**src/rtl/capture_frame_packer_pkg.sv**
```systemverilog
// Shared types and constants for the PDH capture path.
// Used by the frame packer, its bus interface and its lane slices.
package pdh_capture_pkg;

  localparam int LANE_W       = 16;
  localparam int NUM_LANES    = 4;
  localparam int AVG_LOG2_MAX = 10;

  typedef enum logic [1:0] {
    ST_IDLE,
    ST_WAIT_TRIG,
    ST_RUN
  } capture_state_t;

  typedef enum logic [1:0] {
    TRIG_IMMEDIATE = 2'd0,
    TRIG_RISE      = 2'd1,
    TRIG_FALL      = 2'd2,
    TRIG_RESERVED  = 2'd3
  } trig_mode_t;

endpackage

```
**src/rtl/capture_frame_packer_if.sv**
```systemverilog
// Sample-in / packed-word-out bus of the capture frame packer.
// The master side is the upstream PDH datapath feeding samples and
// collecting packed words; the slave side is the packer itself.
interface capture_frame_packer_if;
  import pdh_capture_pkg::*;

  logic                          sample_valid_i;
  logic [LANE_W-1:0]             lane0_i;
  logic [LANE_W-1:0]             lane1_i;
  logic [LANE_W-1:0]             lane2_i;
  logic [LANE_W-1:0]             lane3_i;
  logic [NUM_LANES*LANE_W-1:0]   word_o;
  logic                          word_valid_o;

  modport master (
    output sample_valid_i, lane0_i, lane1_i, lane2_i, lane3_i,
    input  word_o, word_valid_o
  );

  modport slave (
    input  sample_valid_i, lane0_i, lane1_i, lane2_i, lane3_i,
    output word_o, word_valid_o
  );

endinterface

```
**src/rtl/capture_frame_packer_lane_accumulator.sv**
```systemverilog
// One lane of the boxcar averager: sign-extends each signed sample,
// accumulates it, and on frame completion registers the arithmetic-
// shifted sum (including the final sample) while restarting at zero.
module lane_accumulator #(
  parameter int LANE_W = 16,
  parameter int ACC_W  = 26
) (
  input  logic              pdh_clk,
  input  logic              rst_i,
  input  logic              clr,
  input  logic              add_en,
  input  logic              load,
  input  logic [3:0]        shift_n,
  input  logic [LANE_W-1:0] sample,
  output logic [LANE_W-1:0] avg
);

  logic signed [ACC_W-1:0] acc;
  logic signed [ACC_W-1:0] ext;
  logic signed [ACC_W-1:0] sum;

  // Running sum including the sample presented this cycle.
  always_comb begin
    ext = {{(ACC_W-LANE_W){sample[LANE_W-1]}}, sample};
    sum = acc + ext;
  end

  // Clear wins over frame completion, which wins over plain accumulation;
  // completion reloads zero so the next frame starts without a gap.
  always_ff @(posedge pdh_clk or posedge rst_i) begin
    if (rst_i) begin
      acc <= '0;
      avg <= '0;
    end else if (clr) begin
      acc <= '0;
    end else if (load) begin
      avg <= LANE_W'(sum >>> shift_n);
      acc <= '0;
    end else if (add_en) begin
      acc <= sum;
    end
  end

endmodule

```
**src/rtl/posedge_detector.sv**
```systemverilog
// Registered rising-edge detector: pulse is high for one cycle,
// one cycle after the level input goes from 0 to 1.
module posedge_detector (
  input  logic pdh_clk,
  input  logic rst_i,
  input  logic level,
  output logic pulse
);

  logic level_q;

  // Keep one cycle of history and flag a 0->1 transition.
  always_ff @(posedge pdh_clk or posedge rst_i) begin
    if (rst_i) begin
      level_q <= 1'b0;
      pulse   <= 1'b0;
    end else begin
      level_q <= level;
      pulse   <= level & ~level_q;
    end
  end

endmodule

```
**src/rtl/capture_frame_packer.sv**
```systemverilog
// Capture frame packer: arm/trigger gated boxcar averager that packs
// four averaged PDH lanes into one 64-bit word with a one-cycle strobe.
// Optional build macro CAPTURE_FRAME_TAG_EN replaces lane 3 with a
// 16-bit frame counter that restarts at 0 on every arm edge.
module capture_frame_packer #(
  parameter int AVG_LOG2_MAX = pdh_capture_pkg::AVG_LOG2_MAX,
  parameter int LANE_W       = pdh_capture_pkg::LANE_W
) (
  input  logic                   pdh_clk,
  input  logic                   rst_i,
  capture_frame_packer_if.slave  bus,
  input  logic [3:0]             avg_log2_i,
  input  logic [1:0]             trig_mode_i,
  input  logic                   arm_i,
  input  logic                   trig_i,
  output logic                   armed_o,
  output logic                   running_o
);
  import pdh_capture_pkg::*;

  localparam int CNT_W = AVG_LOG2_MAX;
  localparam int ACC_W = LANE_W + AVG_LOG2_MAX;

  capture_state_t    state;
  trig_mode_t        mode_q;
  logic [3:0]        n_q;
  logic [3:0]        n_clamped;
  logic [CNT_W-1:0]  count;
  logic              trig_q;
  logic              trig_fire;
  logic              arm_rise;
  logic              accept;
  logic              frame_end;
  logic              frame_done;
  logic              word_valid;
  logic [LANE_W-1:0] lane0_avg;
  logic [LANE_W-1:0] lane1_avg;
  logic [LANE_W-1:0] lane2_avg;
  logic [LANE_W-1:0] lane3_word;

  posedge_detector u_arm_edge (
    .pdh_clk (pdh_clk),
    .rst_i   (rst_i),
    .level   (arm_i),
    .pulse   (arm_rise)
  );

  // Trigger qualification, sample acceptance and frame-boundary detection.
  // A sample is taken only in RUN while still armed and not re-arming.
  always_comb begin
    n_clamped = (avg_log2_i > 4'(AVG_LOG2_MAX)) ? 4'(AVG_LOG2_MAX) : avg_log2_i;
    case (mode_q)
      TRIG_RISE: trig_fire = trig_i & ~trig_q;
      TRIG_FALL: trig_fire = ~trig_i & trig_q;
      default:   trig_fire = 1'b1;
    endcase
    accept     = (state == ST_RUN) && arm_i && !arm_rise && bus.sample_valid_i;
    frame_end  = (({1'b0, count} + (CNT_W+1)'(1)) == ((CNT_W+1)'(1) << n_q));
    frame_done = accept && frame_end;
  end

  // Capture control FSM: disarm beats re-arm, which beats trigger and
  // frame bookkeeping; armed_o/running_o are registered with the state.
  always_ff @(posedge pdh_clk or posedge rst_i) begin
    if (rst_i) begin
      state      <= ST_IDLE;
      mode_q     <= TRIG_IMMEDIATE;
      n_q        <= '0;
      count      <= '0;
      trig_q     <= 1'b0;
      word_valid <= 1'b0;
      armed_o    <= 1'b0;
      running_o  <= 1'b0;
    end else begin
      trig_q     <= trig_i;
      word_valid <= frame_done;
      if (!arm_i) begin
        state     <= ST_IDLE;
        armed_o   <= 1'b0;
        running_o <= 1'b0;
      end else if (arm_rise) begin
        state     <= ST_WAIT_TRIG;
        armed_o   <= 1'b1;
        running_o <= 1'b0;
        n_q       <= n_clamped;
        mode_q    <= trig_mode_t'(trig_mode_i);
        count     <= '0;
      end else begin
        case (state)
          ST_WAIT_TRIG: begin
            if (trig_fire) begin
              state     <= ST_RUN;
              armed_o   <= 1'b0;
              running_o <= 1'b1;
            end
          end
          ST_RUN: begin
            if (accept) begin
              count <= frame_end ? '0 : count + CNT_W'(1);
            end
          end
          default: ;
        endcase
      end
    end
  end

  lane_accumulator #(.LANE_W(LANE_W), .ACC_W(ACC_W)) u_lane0 (
    .pdh_clk (pdh_clk), .rst_i (rst_i), .clr (arm_rise), .add_en (accept),
    .load (frame_done), .shift_n (n_q), .sample (bus.lane0_i), .avg (lane0_avg)
  );

  lane_accumulator #(.LANE_W(LANE_W), .ACC_W(ACC_W)) u_lane1 (
    .pdh_clk (pdh_clk), .rst_i (rst_i), .clr (arm_rise), .add_en (accept),
    .load (frame_done), .shift_n (n_q), .sample (bus.lane1_i), .avg (lane1_avg)
  );

  lane_accumulator #(.LANE_W(LANE_W), .ACC_W(ACC_W)) u_lane2 (
    .pdh_clk (pdh_clk), .rst_i (rst_i), .clr (arm_rise), .add_en (accept),
    .load (frame_done), .shift_n (n_q), .sample (bus.lane2_i), .avg (lane2_avg)
  );

`ifdef CAPTURE_FRAME_TAG_EN
  logic [LANE_W-1:0] tag_cnt;

  // Frame tag: emit the pre-increment count with each frame, wrap freely.
  always_ff @(posedge pdh_clk or posedge rst_i) begin
    if (rst_i) begin
      tag_cnt    <= '0;
      lane3_word <= '0;
    end else if (arm_rise) begin
      tag_cnt <= '0;
    end else if (frame_done) begin
      lane3_word <= tag_cnt;
      tag_cnt    <= tag_cnt + LANE_W'(1);
    end
  end
`else
  lane_accumulator #(.LANE_W(LANE_W), .ACC_W(ACC_W)) u_lane3 (
    .pdh_clk (pdh_clk), .rst_i (rst_i), .clr (arm_rise), .add_en (accept),
    .load (frame_done), .shift_n (n_q), .sample (bus.lane3_i), .avg (lane3_word)
  );
`endif

  assign bus.word_o       = {lane3_word, lane2_avg, lane1_avg, lane0_avg};
  assign bus.word_valid_o = word_valid;

endmodule

```
**src/flat_wrapper.sv**
```systemverilog
// flat-port wrapper written by rule: the top's interface ports become plain ports
module capture_frame_packer_flat import pdh_capture_pkg::*;
#(
  parameter int AVG_LOG2_MAX = pdh_capture_pkg::AVG_LOG2_MAX,
  parameter int LANE_W       = pdh_capture_pkg::LANE_W
)
  (pdh_clk, rst_i, avg_log2_i, trig_mode_i, arm_i, trig_i, armed_o, running_o, bus_sample_valid_i, bus_lane0_i, bus_lane1_i, bus_lane2_i, bus_lane3_i, bus_word_o, bus_word_valid_o);
  capture_frame_packer_if bus_i ();
  input  logic pdh_clk;
  input  logic rst_i;
  input  logic [3:0] avg_log2_i;
  input  logic [1:0] trig_mode_i;
  input  logic arm_i;
  input  logic trig_i;
  output logic armed_o;
  output logic running_o;
  input wire logic [$bits(bus_i.sample_valid_i)-1:0] bus_sample_valid_i;
  input wire logic [$bits(bus_i.lane0_i)-1:0] bus_lane0_i;
  input wire logic [$bits(bus_i.lane1_i)-1:0] bus_lane1_i;
  input wire logic [$bits(bus_i.lane2_i)-1:0] bus_lane2_i;
  input wire logic [$bits(bus_i.lane3_i)-1:0] bus_lane3_i;
  output wire logic [$bits(bus_i.word_o)-1:0] bus_word_o;
  output wire logic [$bits(bus_i.word_valid_o)-1:0] bus_word_valid_o;
  assign bus_i.sample_valid_i = bus_sample_valid_i;
  assign bus_i.lane0_i = bus_lane0_i;
  assign bus_i.lane1_i = bus_lane1_i;
  assign bus_i.lane2_i = bus_lane2_i;
  assign bus_i.lane3_i = bus_lane3_i;
  assign bus_word_o = bus_i.word_o;
  assign bus_word_valid_o = bus_i.word_valid_o;
  capture_frame_packer #(.AVG_LOG2_MAX(AVG_LOG2_MAX), .LANE_W(LANE_W)) u_core (.pdh_clk(pdh_clk), .rst_i(rst_i), .bus(bus_i), .avg_log2_i(avg_log2_i), .trig_mode_i(trig_mode_i), .arm_i(arm_i), .trig_i(trig_i), .armed_o(armed_o), .running_o(running_o));
endmodule
```
**config.mk**
```make
export PLATFORM = sky130hd
export DESIGN_NAME = capture_frame_packer_flat
export DESIGN_NICKNAME = d
export VERILOG_FILES = /design/src/rtl/capture_frame_packer_pkg.sv /design/src/rtl/capture_frame_packer_if.sv /design/src/rtl/capture_frame_packer_lane_accumulator.sv /design/src/rtl/posedge_detector.sv /design/src/rtl/capture_frame_packer.sv /design/src/flat_wrapper.sv
export SDC_FILE = /design/constraint.sdc
export NUM_CORES = 1
export LEC_CHECK = 0
export ABC_AREA = 1
export CORE_MARGIN = 8
export CORE_UTILIZATION = 35
export CTS_CLUSTER_DIAMETER = 150
export CTS_CLUSTER_SIZE = 16
export DETAILED_ROUTE_END_ITERATION = 10
export RECOVER_POWER = 50
export SYNTH_ARGS = -nofsm -noshare
export SYNTH_HDL_FRONTEND = slang
export SYNTH_SLANG_ARGS = --single-unit
```
**constraint.sdc**
```tcl
create_clock -name pdh_clk -period 13.85 [get_ports pdh_clk]
set_input_delay 1.385 -clock pdh_clk [delete_from_list [all_inputs] [get_ports pdh_clk]]
set_output_delay 1.385 -clock pdh_clk [all_outputs]
set_load 0.02 [all_outputs]
```
==> flow_summary.toml <==
[drt]
postRouteAntennaNets = 0
wl_per_cell_um = 16.4
viasPerCell = 5.07
drc = 0
dr.pass1.iters = 6
vias = 21300
drt-total-wl_um = 68900
drt-initial-drc-count = 1677

[global_route]
grt_max_degree = 123
grt_first_pass_wirelength_um = 110000
antenna_found_initial = 3
grt-ovfl-total = 0
track_usage = 0.215
grt_pass1_vias = 19800

[timing]
final-setup-viol-count = 0
finalCritPeriodShare = 0.456
hold_violations = 0
whs_ps = 402
worst_pin_slew_ps = 5850
max_slew_margin = -2.92
finClkSkew_ps = 15.7
slew_violations = 176
max_freq_ghz = 0.158
rsz0062_at_grt = "no"
setup_slack_ps = 7530
fin_setup_tns_ps = 0
min_period_ps = 6320

[yosys]
synth_nets = 3539
synth-seq-cells = 190
synth_edf_count = 0
syn-cell-area_sq_mm = 0.0197
synthDistinctLibCells = 39
synthTopCellsByArea = "dfrtp_1 24%, nand2_1 23%, nand3_1 14%"
yosysWarnings = 0
netlist.area_leader.share = 0.242
synth_most_common_cell = "nand2_1"
ys_seq_area_frac = 0.242
syn_inst = 3357
synth_flop_cell = "dfrtp_1"
ys_top_cells_by_count = "1218 x nand2_1, 567 x nand3_1, 488 x inv_1, 227 x nor2_1, 190 x dfrtp_1"
avgSynthCellArea_sq_um = 5.86
ys_async_sr_fraction = 1.00
synth.largest_area_cell = "dfrtp_1"

[clock_network]
cts.sinks = 190
clk_latency_ps = 510
clockRootBuffer = "clkbuf_16"
htreeDepth = 4
post_cts_resized = 0
cts_buffers = 17
post_cts_buffers = 0
cts_tree = "done"
clock_path_buffers = 2
clk_pin_slew_ps = 80
cts_hold_buf = 0

[power_and_ir_drop]
p_leak_nw = 12.8
power.total_mw = 1.92
peakVddDrop_mv = 0.109
power_density_mw_per_mm2 = 86.0

[floorplan]
die_h_um = 253
core_area_sq_mm = 0.0560
io_pins = 142
rows = 87
die_x_um = 253
initial_core_util = 0.351
dieArea_sq_mm = 0.0640

[finish]
diodes = 0
nNetsFinal = 3608
fin_area_sq_mm = 0.0223
area_delta_synth_final_pct = 13.5
layout.cells.non_filler = 4195
fin_util = 0.399
final_layout_size_suffix_gt1_frac = 0.0378

[placed_design]
port_buffers = 141
dp_cells = 4163
dpl_cell_area_sq_mm = 0.0217
hpwl_um = 53600
place_congestion = 0.914
post-place-ws_ps = 8580

[flow_run]
maxCapViolCount = 2

[worst_setup_path]
r2r_start = "u_core.n_q[3]"
cp_slowest_cell = "clkinvlp_2"
worstPathCellList = "dlygate4sd3_1 > clkinvlp_2"
critPathMaxStageDelay_ps = 3230
critical_path_arrival_ps = 5230
crit_fanout = 122
reg2reg_to = "u_core.u_lane3.avg[15]"
cp-end-kind = "asynchronous set/reset pin"
cp-start-kind = "input port"
reg2regPathDepth = 14
critPathTopFamily = "buffers and inverters"
worst-setup-path-type = "input port to asynchronous set/reset pin"
required_ps = 12760
r2r_slack_ps = 8500
path_buf_inv = 2

[min_path]
hold_depth = 1
hold_end = "u_core.u_arm_edge.pulse"
hp-class = "register to register"
hp-start = "u_core.u_arm_edge.level_q"

[status]
status = "finished with violations"
violations = "max-capacitance violations, max-slew violations"
[power by group]
part           internal [mW]  leakage [nW]  switching [mW]  total (mW)
Clock                  0.272         0.283           0.272       0.544
Combinational          0.245          9.87           0.508       0.753
Sequential             0.583          2.62          0.0390       0.622
Total                   1.10          12.8           0.819        1.92
[placed cells by master, fill, tap and decap left out, drive strengths merged, types with 13 or more instances in the layout]
cell type,n
ha,103
a21boi,26
xor2,23
xnor2,13
nand3,567
buf,14
dfrtp,190
clkbuf,17
nor2,234
a21oi,67
or2,48
inv,501
nand2,1220
a32o,33
dlygate4sd3,70
o21ai,104
nand4,50
clkdlybuf4s50,71
[how the worst max path moves through the flow]
stage | start | slack [ps] | end | cells past startpoint
after floorplan | rst_i | 7290 | u_core.bus.word_valid_o | 1
after global placement | u_core.n_q[3] | 8710 | u_core.u_lane3.avg[15] | 14
after detailed placement | u_core.n_q[3] | 8580 | u_core.u_lane3.avg[15] | 14
after CTS | u_core.n_q[3] | 8570 | u_core.u_lane3.avg[15] | 14
after global routing | rst_i | 6300 | u_core.n_q[0] | 2
final | rst_i | 7530 | u_core.n_q[0] | 2
[logic make-up after synthesis]
family,after synthesis,synth area share
buffers and inverters,601,0.117
flip-flops,190,0.242
multiplexers,2,0.00102
XOR/XNOR,36,0.0160
AND/OR/NAND/NOR,2148,0.464
adder cells (fa/ha/maj),107,0.0696
AO/OA/AOI/OAI,273,0.0896
[flip-flops by register name (all words and copies together) (netlist names), 2 cells and up]
| name | flops |
|---|---|
| u_core.state | 2 |
| u_core.u_lane0.acc | 26 |
| u_core.u_lane3.avg | 16 |
| u_core.u_lane3.acc | 26 |
| u_core.count | 10 |
| u_core.u_lane0.avg | 16 |
| u_core.u_lane1.avg | 16 |
| u_core.mode_q | 2 |
| u_core.n_q | 4 |
| u_core.u_lane2.acc | 26 |
| u_core.u_lane1.acc | 26 |
| u_core.u_lane2.avg | 16 |
[metal layers]
| metal | up-vias | track usage | wire length [um] | part of all wire |
|---|---|---|---|---|
| met4 | 0 | 0.0644 | 1650 | 0.024 |
| met5 | - | 0 | 0 | 0 |
| met2 | 608 | 0.329 | 29900 | 0.43 |
| li1 | 10900 | - | - | - |
| met3 | 68 | 0.0429 | 4790 | 0.070 |
| met1 | 9714 | 0.301 | 32600 | 0.47 |
[final cells by class]
cell class	instances	area (sq um)
inverter	496	1870
fill	6213	33600
tap	756	946
clock buffer	17	425
multi-input combinational	2566	12600
timing repair buffer	155	1520
sequential	190	4760
clock inverter	15	173
(Power assumes the default switching activity.)
